File: config.mk
export PLATFORM = sky130hd
export DESIGN_NAME = control_sequencer
export DESIGN_NICKNAME = d
export VERILOG_FILES = /design/src/rtl/control_sequencer.sv
export SDC_FILE = /design/constraint.sdc
export NUM_CORES = 1
export LEC_CHECK = 0
export ABC_CLOCK_PERIOD_IN_PS = 4600
export BUFFER_PORTS_ARGS = -buffer_cell sky130_fd_sc_hd__buf_2
export CAP_MARGIN = 20
export CELL_PAD_IN_SITES_DETAIL_PLACEMENT = 2
export CELL_PAD_IN_SITES_GLOBAL_PLACEMENT = 2
export CORE_AREA = 2 2 65 67
export CTS_CLUSTER_DIAMETER = 100
export DETAILED_ROUTE_END_ITERATION = 8
export DIE_AREA = 0 0 67 69
export PLACE_DENSITY = 0.82
export SYNTH_ARGS = -nofsm -noshare
export SYNTH_HDL_FRONTEND = slang
export SYNTH_SLANG_ARGS = --single-unit
File: constraint.sdc
create_clock -name Clock -period 4.6 [get_ports Clock]
set_clock_uncertainty 0.2 [all_clocks]
set_input_delay 0.69 -clock Clock [delete_from_list [all_inputs] [get_ports Clock]]
set_output_delay 0.69 -clock Clock [all_outputs]
set_load 0.02 [all_outputs]
File: src/rtl/control_sequencer.sv
// Control sequencer: steps the fetch/execute cycle and decodes each step into the ALUSystem control word.
// Optional single-step gating of FETCH_L is enabled by defining CU_STEP_EN (adds the Step input).
module control_sequencer (
    input  logic        Clock,
    input  logic        Reset,
`ifdef CU_STEP_EN
    input  logic        Step,
`endif
    input  logic [15:0] IR_Out,
    input  logic [3:0]  ALU_Flags,
    output logic [40:0] Ctrl,
    output logic [2:0]  SC,
    output logic        Halted,
    output logic        Illegal
);

    // State encodings double as the visible SC value.
    typedef enum logic [2:0] {
        S_FETCH_L = 3'd0,
        S_FETCH_H = 3'd1,
        S_EXEC    = 3'd2,
        S_EXEC2   = 3'd3,
        S_INIT    = 3'd4,
        S_HALT    = 3'd7
    } state_t;

    typedef struct packed {
        logic [2:0] rf_o1_sel;
        logic [2:0] rf_o2_sel;
        logic [1:0] rf_fun_sel;
        logic [3:0] rf_rsel;
        logic [3:0] rf_tsel;
        logic [3:0] alu_fun_sel;
        logic [1:0] arf_out_a_sel;
        logic [1:0] arf_out_b_sel;
        logic [1:0] arf_fun_sel;
        logic [3:0] arf_rsel;
        logic       ir_lh;
        logic       ir_enable;
        logic [1:0] ir_fun_sel;
        logic       mem_wr;
        logic       mem_cs;
        logic [1:0] mux_a_sel;
        logic [1:0] mux_b_sel;
        logic       mux_c_sel;
    } ctrl_t;

    localparam logic [3:0] OP_NOP = 4'h0;
    localparam logic [3:0] OP_LDI = 4'h1;
    localparam logic [3:0] OP_ADD = 4'h2;
    localparam logic [3:0] OP_AND = 4'h3;
    localparam logic [3:0] OP_BRA = 4'h4;
    localparam logic [3:0] OP_BNE = 4'h5;
    localparam logic [3:0] OP_ST  = 4'h6;
    localparam logic [3:0] OP_LD  = 4'h7;
    localparam logic [3:0] OP_HLT = 4'h8;

    state_t      state;
    ctrl_t       ctrl_w;
    logic [3:0]  opcode;
    logic [1:0]  rd, rs1, rs2;
    logic [3:0]  rd_onehot;
    logic        flag_z;
    logic        fetch_go;
    logic        unused_bits;

    assign opcode    = IR_Out[15:12];
    assign rd        = IR_Out[11:10];
    assign rs1       = IR_Out[9:8];
    assign rs2       = IR_Out[7:6];
    assign rd_onehot = 4'b1000 >> rd;
    assign flag_z    = ALU_Flags[3];
    // Immediate bits and C/N/O flags feed the datapath directly, not this decoder.
    assign unused_bits = ^{IR_Out[5:0], ALU_Flags[2:0]};

`ifdef CU_STEP_EN
    assign fetch_go = Step;
`else
    assign fetch_go = 1'b1;
`endif

    // NOTE: sequential state uses non-blocking assignments so every flop samples pre-edge values.
    always_ff @(posedge Clock or negedge Reset) begin
        if (!Reset) begin
            state <= S_INIT;
        end else begin
            case (state)
                S_INIT:    state <= S_FETCH_L;
                S_FETCH_L: if (fetch_go) state <= S_FETCH_H;
                S_FETCH_H: state <= S_EXEC;
                S_EXEC: begin
                    if (opcode == OP_LD)       state <= S_EXEC2;
                    else if (opcode == OP_HLT) state <= S_HALT;
                    else                       state <= S_FETCH_L;
                end
                S_EXEC2:   state <= S_FETCH_L;
                S_HALT:    state <= S_HALT;
                default:   state <= S_INIT;
            endcase
        end
    end

    always_comb begin
        // NOTE: start from the IDLE word so every path assigns every bit and no latch is inferred.
        ctrl_w        = '0;
        ctrl_w.mem_cs = 1'b1;
        Illegal       = 1'b0;
        case (state)
            S_INIT: begin
                ctrl_w.rf_rsel     = 4'b1111;
                ctrl_w.rf_tsel     = 4'b1111;
                ctrl_w.rf_fun_sel  = 2'b11;
                ctrl_w.arf_rsel    = 4'b1110;
                ctrl_w.arf_fun_sel = 2'b11;
            end
            S_FETCH_L, S_FETCH_H: begin
                if (state == S_FETCH_H || fetch_go) begin
                    ctrl_w.mem_cs      = 1'b0;
                    ctrl_w.ir_enable   = 1'b1;
                    ctrl_w.ir_fun_sel  = 2'b10;
                    ctrl_w.ir_lh       = (state == S_FETCH_H);
                    ctrl_w.arf_rsel    = 4'b1000;
                    ctrl_w.arf_fun_sel = 2'b01;
                end
            end
            S_EXEC: begin
                case (opcode)
                    OP_NOP, OP_HLT: ;
                    OP_LDI: begin
                        ctrl_w.mux_a_sel  = 2'b01;
                        ctrl_w.rf_fun_sel = 2'b10;
                        ctrl_w.rf_rsel    = rd_onehot;
                    end
                    OP_ADD, OP_AND: begin
                        ctrl_w.rf_o1_sel   = {1'b1, rs1};
                        ctrl_w.rf_o2_sel   = {1'b1, rs2};
                        ctrl_w.alu_fun_sel = (opcode == OP_ADD) ? 4'b0100 : 4'b0111;
                        ctrl_w.rf_fun_sel  = 2'b10;
                        ctrl_w.rf_rsel     = rd_onehot;
                    end
                    OP_BRA, OP_BNE: begin
                        // BNE with Z set falls through as the IDLE word.
                        if (opcode == OP_BRA || !flag_z) begin
                            ctrl_w.arf_fun_sel = 2'b10;
                            ctrl_w.arf_rsel    = 4'b1000;
                            ctrl_w.mux_b_sel   = 2'b01;
                        end
                    end
                    OP_ST: begin
                        ctrl_w.rf_o1_sel     = {1'b1, rs1};
                        ctrl_w.alu_fun_sel   = 4'b0000;
                        ctrl_w.arf_out_b_sel = 2'b01;
                        ctrl_w.mem_cs        = 1'b0;
                        ctrl_w.mem_wr        = 1'b1;
                    end
                    OP_LD: begin
                        ctrl_w.arf_out_b_sel = 2'b01;
                        ctrl_w.mem_cs        = 1'b0;
                    end
                    default: Illegal = 1'b1;
                endcase
            end
            S_EXEC2: begin
                ctrl_w.arf_out_b_sel = 2'b01;
                ctrl_w.mem_cs        = 1'b0;
                ctrl_w.mux_a_sel     = 2'b10;
                ctrl_w.rf_fun_sel    = 2'b10;
                ctrl_w.rf_rsel       = rd_onehot;
            end
            default: ;
        endcase
    end

    assign Ctrl   = ctrl_w;
    assign SC     = state;
    assign Halted = (state == S_HALT);

endmodule

# ---- After elaboration in Yosys (flattened, before gate mapping)
# Cells that the tools add are included.
dict set report word_totals {
  word_cells 57
  out_inout_bits 46
  input_bits 22
  ff_bits 3
}
dict set report classes {
  n_reduce_logical 13
  n_mux 29
  shifts 1
  eq_ne 13
}
# operator count
set op_table {}
lappend op_table {{$pmux W6 S3} 2}
lappend op_table {{$mux W6} 4}
lappend op_table {{$mux W3} 6}
lappend op_table {{$eq A4 B3 Y1 const B} 4}
lappend op_table {{$pmux W3 S5} 1}
lappend op_table {{$reduce_or A2 Y1} 5}
lappend op_table {{$mux W1} 9}
lappend op_table {{$reduce_or A3 Y1} 3}
lappend op_table {{$reduce_or A9 Y1} 1}
lappend op_table {{$eq A4 B2 Y1 const B} 2}
lappend op_table {{$mux W4} 2}
lappend op_table {{$eq A3 B2 Y1 const B} 2}
lappend op_table {{$eq A3 B3 Y1 const B} 2}
lappend op_table {{$eq A4 B1 Y1 const B} 1}
lappend op_table {{$eq A4 B4 Y1 const B} 1}
lappend op_table {{$logic_not A4 Y1} 1}
lappend op_table {{$mux W2} 2}
lappend op_table {{$pmux W1 S2} 2}
lappend op_table {{$pmux W2 S2} 1}
lappend op_table {{$shr A4 B2 Y4 const A} 1}
lappend op_table {{$eq A3 B1 Y1 const B} 1}
lappend op_table {{$logic_not A3 Y1} 1}
lappend op_table {{$logic_not A1 Y1} 1}
lappend op_table {{$logic_or A1 B1 Y1} 1}

# ---- Logic depth before layout (Yosys ltp)
# Gate-level depths: netlist of run 1.
dict set report logic_depth {
  ltp_word 5
  mapped_depth 5
  mapped_depth_nobuf 3
}

# ---- Worst setup path after synthesis of run 1
# No wires, ideal clock.
dict set report synth_timing {
  path_type {in2out}
  start {in IR_Out[14]}
  end {out Ctrl[22]}
  slack_ns 1.684
  path_buffers 2
  required_time_ns 3.710
  t_arrival_ns 2.026
  cell_stages 4
  cell_sequence {clkbuf_1 > nor4_2 > and2_1 > buf_4}
}
dict set report synth_via {
  elab_chain_len 4
  elab_cells_between_ends 6
  classes_between {eq/ne (2); mux (3); reduce/logical (1)}
}
# item line_no
set synth_rtl {}
lappend synth_rtl {{from (decl)} 9} ;# input logic [15:0] IR_Out,
lappend synth_rtl {{$eq A4 B2 Y1 (on tied branches)} {127, 137}}
lappend synth_rtl {{$mux W2 or $reduce_or A2 Y1 (tied branches)} {137, 127}}
lappend synth_rtl {{$mux W3 *} 127} ;# case (opcode)
lappend synth_rtl {{$mux W3 *} 108} ;# case (state)
lappend synth_rtl {{to (decl)} 11} ;# output logic [40:0] Ctrl,
# Mark *: on every way between the ends. The rest lies on a longest branch, timed or not.

# ---- Final worst setup path of run 1
dict set report layout_timing {
  start {reg state[1], in the netlist SC[1]}
  end {out Ctrl[38]}
}
dict set report layout_via {
  elab_chain_len 2
}
# item line_no
set layout_rtl {}
lappend layout_rtl {{from (decl)} 58} ;# state_t state;
lappend layout_rtl {{from (signal assigned)} 85} ;# state <= S_INIT;
lappend layout_rtl {{from (signal assigned)} 88} ;# S_INIT: state <= S_FETCH_L;
lappend layout_rtl {{from (signal assigned)} 89} ;# S_FETCH_L: if (fetch_go) state <= S_FETCH_H;
lappend layout_rtl {{$eq A3 B2 Y1} 108}
lappend layout_rtl {{$mux W6} 108}
# Every way passes these cells.

==> qor.yml, run 1 <==
status: "completed"
min_period_ps: 2660
die_w_um: 67
min_path_type: "primary input to asynchronous set/reset pin"
tns_ps: 0
clk_latency_ps: 220
cp-end-kind: "output pin"
initial_core_util: 0.143
worst_ir_drop_vdd_mv: 0.0698
fin_crit_sh: 0.579
drt-total-wl_um: 2120
io_pins: 68
crit_required_ps: 3710
portBuffers: 50
post_dp_cell_area_um2: 756
largest_reg_flops: 3
path_cells: "or3b_4 -> nor3b_4 -> and2_1 -> buf_2"
htree_levels: 1
design_area_um2: 801
cts_setup_buffers: 0
whs_ps: 66.6
routabilityCongestion: 0.684
critPathMaxStageDelay_ps: 540
r2r_start: "SC[1]$_DFF_PN0_"
drv_slew: 0
arrival_ps: 1770
synth_warnings: 0
die_area_mm2: 0.00462
p_per_area_mw_per_mm2: 543
vias: 672
synth.avg_cell_area_um2: 7.19
cp_top_family: "simple AND/OR/NAND/NOR gates"
cts_buffer_depth: 2
first_pass_iters: 4
setup_viol: 0
crit_buf_inv: 1
timing.max_cap.violations: 0
reg2reg_depth: 2
overflow: 0
fmax_ghz: 0.376
rsz0062_at_grt: "false"
drtIter0Drc: 34
antenna_found_initial: 0
detail_route.wl_per_cell_um: 12.5
cts_root_buffer: "clkbuf_8"
synth_area_um2: 561
nNetsFinal: 142
numCtsBuffers: 3
netlist-cell-type-count: 34
num_rows: 23
cts_resized: 0
tritoncts: "built"
r2r_setup_slack_ps: 3190
r2r_end: "SC[1]$_DFF_PN0_"
critical-path-slowest-cell: "dfrtp_1"
grt_pass1_vias: 682
routed_via_density: 3.98
cts_hold_buffers: 0
power_leakage_nw: 0.487
grt_use_total: 0.0963
grt_pass1_wl_um: 3440
seq_area_frac_synth: 0.136
hold_viol: 0
drc: 0
start_kind: "flop"
synthCells: 78
die_h_um: 69
worst-setup-path-type: "flop to output pin"
cts.sinks: 3
drive_above_1_share: 0.479
coreArea_mm2: 0.00391
antenna_cells: 0
area_delta_synth_final_pct: 42.9
antenna_left: 0
grt_max_degree: 16
ys_ff_latch: 3
path_clk_slew_ps: 30
cp_max_fo: 12
-- worst max path at each step --
stage / startpoint / end / slack (ps) / depth (start not counted)
CTS: IR_Out[15] / Ctrl[21] / 1910 / 5
floorplan: IR_Out[14] / Ctrl[22] / 1680 / 4
detailed placement: IR_Out[15] / Ctrl[21] / 1920 / 5
finish: SC[1]$_DFF_PN0_ / Ctrl[38] / 1940 / 4
global route: SC[1]$_DFF_PN0_ / Ctrl[21] / 1780 / 4
global placement: IR_Out[15] / Ctrl[21] / 1950 / 5
-- cell usage after synthesis --
cell type / n / area share
buf_4: 16 / 0.21
nor2_1: 7 / 0.047
and2_1: 5 / 0.056
inv_1: 4 / 0.027
nand2_1: 4 / 0.027
nor3_1: 4 / 0.036
o21ai_0: 4 / 0.036
nand3b_1: 3 / 0.040
a21oi_1: 2 / 0.018
clkbuf_1: 2 / 0.013
dfrtp_1: 2 / 0.089
nand2b_1: 2 / 0.022
nor3b_1: 2 / 0.027
a21o_1: 1 / 0.013
a2bb2oi_1: 1 / 0.016
a31oi_1: 1 / 0.011
a41o_1: 1 / 0.018
and3_1: 1 / 0.011
and4b_1: 1 / 0.018
buf_2: 1 / 0.0089
buf_6: 1 / 0.020
conb_1: 1 / 0.0067
dfstp_2: 1 / 0.047
nand3_1: 1 / 0.0089
nand4_1: 1 / 0.011
nor2b_1: 1 / 0.011
nor3b_4: 1 / 0.033
nor4_2: 1 / 0.022
o22ai_1: 1 / 0.011
o31a_1: 1 / 0.016
o31ai_1: 1 / 0.013
o41ai_1: 1 / 0.016
or3b_4: 1 / 0.020
xor2_1: 1 / 0.016
-- cells by family after synthesis --
group,synth area share
AND/OR/NAND/NOR,0.391
AO/OA/AOI/OAI,0.167
XOR/XNOR,0.0156
flip-flops,0.136
other,0.00669
buffers and inverters,0.283
-- layout by cell type (no fill, tap or decap) --
cell,count
a21o_1,1
a21oi_1,2
a2bb2oi_1,1
a31oi_1,1
a41o_1,1
and2_1,5
and3_1,1
and4b_1,1
buf_2,50
clkbuf_1,1
clkbuf_8,3
conb_1,8
dfrtp_1,2
dfstp_2,1
inv_1,4
nand2_1,4
nand2b_1,2
nand3_1,1
nand3b_1,3
nand4_1,1
nor2_1,7
nor2b_1,1
nor3_1,4
nor3b_1,2
nor3b_4,1
nor4_2,1
o21ai_0,4
o22ai_1,1
o31a_1,1
o31ai_1,1
o41ai_1,1
or3b_4,1
xor2_1,1
-- metal layers --
metal,track usage,share of wire,vias to the layer above
met5,0,0,-
met4,0.0408,0.0038,0
met3,0.0261,0.080,2
met2,0.172,0.52,31
met1,0.103,0.39,314
li1,-,-,325
-- final cells by class --
type / count / area [µm²]
clock buffer: 4 / 45.0
fill: 486 / 3110
inverter: 4 / 15.0
multi-input combinational: 58 / 352
sequential: 3 / 76.3
tap: 50 / 62.6
timing repair buffer: 50 / 250
-- through the flow --
step / power [mW] / utilization / setup WS [ps] / instances
finish: 0.435 / 0.205 / 1940 / 169
floorplan: 0.290 / - / 1680 / 85
detailed placement: 0.360 / 0.193 / 1920 / 165
global route: 0.475 / 0.205 / 1780 / 169
CTS: 0.442 / 0.205 / 1910 / 169
global placement: 0.357 / 0.193 / 1950 / 165
-- report_power, final --
group | internal, mW | switching (mW) | total [mW]
Combinational | 0.0971 | 0.190 | 0.287
Clock | 0.0593 | 0.0190 | 0.0783
Sequential | 0.0380 | 0.0316 | 0.0696
Power figures use the tool's default switching activity.
==> run 2: changes to the inputs <==
==> config.mk (replaced) <==
export PLATFORM = sky130hd
export DESIGN_NAME = control_sequencer
export DESIGN_NICKNAME = d
export VERILOG_FILES = /design/src/rtl/control_sequencer.sv
export SDC_FILE = /design/constraint.sdc
export NUM_CORES = 1
export LEC_CHECK = 0
export ABC_AREA = 1
export ABC_CLOCK_PERIOD_IN_PS = 2400
export BUFFER_PORTS_ARGS = -buffer_cell sky130_fd_sc_hd__buf_2
export CAP_MARGIN = 20
export CELL_PAD_IN_SITES_DETAIL_PLACEMENT = 2
export CELL_PAD_IN_SITES_GLOBAL_PLACEMENT = 2
export CORE_AREA = 2 2 76 78
export CTS_CLUSTER_DIAMETER = 100
export DETAILED_ROUTE_END_ITERATION = 8
export DIE_AREA = 0 0 78 80
export PLACE_DENSITY = 0.7
export SYNTH_ARGS = -nofsm -noshare
export SYNTH_HDL_FRONTEND = slang
export SYNTH_SLANG_ARGS = --single-unit
==> constraint.sdc (replaced) <==
create_clock -name Clock -period 2.4 [get_ports Clock]
set_clock_uncertainty 0.2 [all_clocks]
set_input_delay 0.36 -clock Clock [delete_from_list [all_inputs] [get_ports Clock]]
set_output_delay 0.36 -clock Clock [all_outputs]
set_load 0.02 [all_outputs]
==> qor.yml, run 2 <==
status: "completed"
cp_max_fo: 8
fin_crit_sh: 0.853
switching_share: 0.264
synth_area_leader_cell: "buf_4"
synthCells: 106
drt-total-wl_um: 2290
r2r_end: "SC[0]$_DFF_PN0_"
setup_slack_ps: 353
synth_commonest_cells: "28 x nand2_1, 19 x inv_1, 16 x buf_4"
worstHoldEndpoint: "SC[2]$_DFF_PN1_"
tritoncts: "built"
design_area_um2: 925
internal-power_mw: 0.178
reg2reg_depth: 5
synth.avg_cell_area_um2: 5.88
postLayoutCoreUtil: 0.171
fmax_ghz: 0.488
crit_start: "SC[0]$_DFF_PN0_"
yosysTopAreaCellShare: 0.193
hold_viol: 0
grt_use_total: 0.0766
post_dp_cell_area_um2: 870
num-fill-cells: 696
coreArea_mm2: 0.00541
worst_ir_drop_vdd_mv: 0.139
r2r_setup_slack_ps: 1030
start_kind: "flop"
synth_area_leaders: "buf_4 19%, nand2_1 17%, inv_1 11%"
layout_commonest_cell: "buf_2"
initial_core_util: 0.115
synth_area_um2: 623
synth_most_common_cell: "nand2_1"
routed_via_density: 3.41
rsz0062_at_grt: "false"
overflow: 0
seq_area_frac_synth: 0.122
total_power_mw: 0.242
setup_viol: 0
power_leakage_nw: 0.674
die_h_um: 80
netlist-cell-type-count: 19
worst-setup-path-type: "flop to output pin"
io_pins: 68
arrival_ps: 1490
grt_pass1_wl_um: 3840
die_w_um: 78
clk_latency_ps: 210
drtIter0Drc: 14
htree_levels: 1
synth_edf_count: 0
dpl_worst_slack_ps: 547
routabilityCongestion: 0.646
grt_pass1_vias: 799
p_switching_mw: 0.0639
crit_required_ps: 1840
timing.max_cap.violations: 0
dp_hpwl_um: 1960
antenna_left: 0
vias: 763
portBuffers: 50
placed_cells: 219
min_path_type: "primary input to flop"
whs_ps: 276
tns_ps: 0
min_from: "IR_Out[14]"
drv_slew: 0
synth-async-reset-ratio: 1.00
cp-end-kind: "output pin"
drive_above_1_share: 0.447
antenna_found_initial: 0
path_clk_slew_ps: 30
min_period_ps: 2050
cts_root_buffer: "clkbuf_8"
cts_buffer_depth: 2
nNetsFinal: 175
r2r_start: "SC[2]$_DFF_PN1_"
antenna_cells: 0
drc: 0
seqPwrFrac: 0.211
num_rows: 27
pwr-share-clk: 0.602
cts.sinks: 3
die_area_mm2: 0.00624
numCtsBuffers: 3
cts_resized: 0
synth_ff_type: "dfrtp_1"
synth_warnings: 0
detail_route.wl_per_cell_um: 10.2
largest_reg_flops: 3
first_pass_iters: 3
ys_ff_latch: 3
layout_common_cells: "50 x buf_2, 28 x nand2_1, 19 x inv_1, 15 x nor2_1, 8 x conb_1"
final_cells: 224
min_path_cells: 4
p_per_area_mw_per_mm2: 262
area_delta_synth_final_pct: 48.4
p_comb_frac: 0.187
grt_max_degree: 9
==> run 2: critical path: stages, from the launching register on <==
cell,delay [ps]
dfrtp_1,480
nor2_1,320
nand2_2,170
inv_1,130
buf_2,170
==> run 2: how the worst max path moves through the flow <==
stage / to
4_1_cts: Ctrl[25]
2_1_floorplan: Ctrl[22]
5_1_grt: Ctrl[33]
3_3_place_gp: Ctrl[26]
6_report: Ctrl[25]
3_5_place_dp: Ctrl[25]
==> run 2: logic make-up (layout without fill, tap and decap cells) <==
kind of cell | count (synthesis) | count (layout) | synth area share
other | 1 | 8 | 0.00602
flip-flops | 3 | 3 | 0.123
AND/OR/NAND/NOR | 60 | 60 | 0.486
AO/OA/AOI/OAI | 5 | 5 | 0.0663
buffers and inverters | 37 | 76 | 0.319
==> run 2: area by class of cell <==
type,count,area (µm²),share of cell area
Clock buffer,4,45.0,0.0487
Inverter,21,78.8,0.0853
Multi-Input combinational cell,73,374,0.405
Sequential cell,3,76.3,0.0825
Tap cell,72,90.1,0.0974
Timing Repair Buffer,51,260,0.281
==> run 2: power groups by stage <==
| stage | Sequential (mW) | Clock (mW) | Combinational [mW] |
|---|---|---|---|
| 2_1_floorplan | 0.0515 | 0 | 0.0369 |
| 3_3_place_gp | 0.0515 | 0 | 0.0434 |
| 3_5_place_dp | 0.0515 | 0 | 0.0443 |
| 4_1_cts | 0.0510 | 0.149 | 0.0461 |
| 5_1_grt | 0.0510 | 0.159 | 0.0509 |
| 6_report | 0.0510 | 0.146 | 0.0452 |
==> run 2: repair_timing <==
action / in CTS / in global routing
hold endpoints to repair: 3 / 0
endpoints found under the setup margin: 0 / 0
hold buffers: 1 / 0
setup buffers: 0 / 0
==> run 2: per-layer routing <==
layer,wire (µm),vias up,track usage
li1,-,381,-
met1,895,355,0.0831
met2,1240,27,0.147
met3,155,0,0.0226
met4,0,0,0.0158
met5,0,-,0
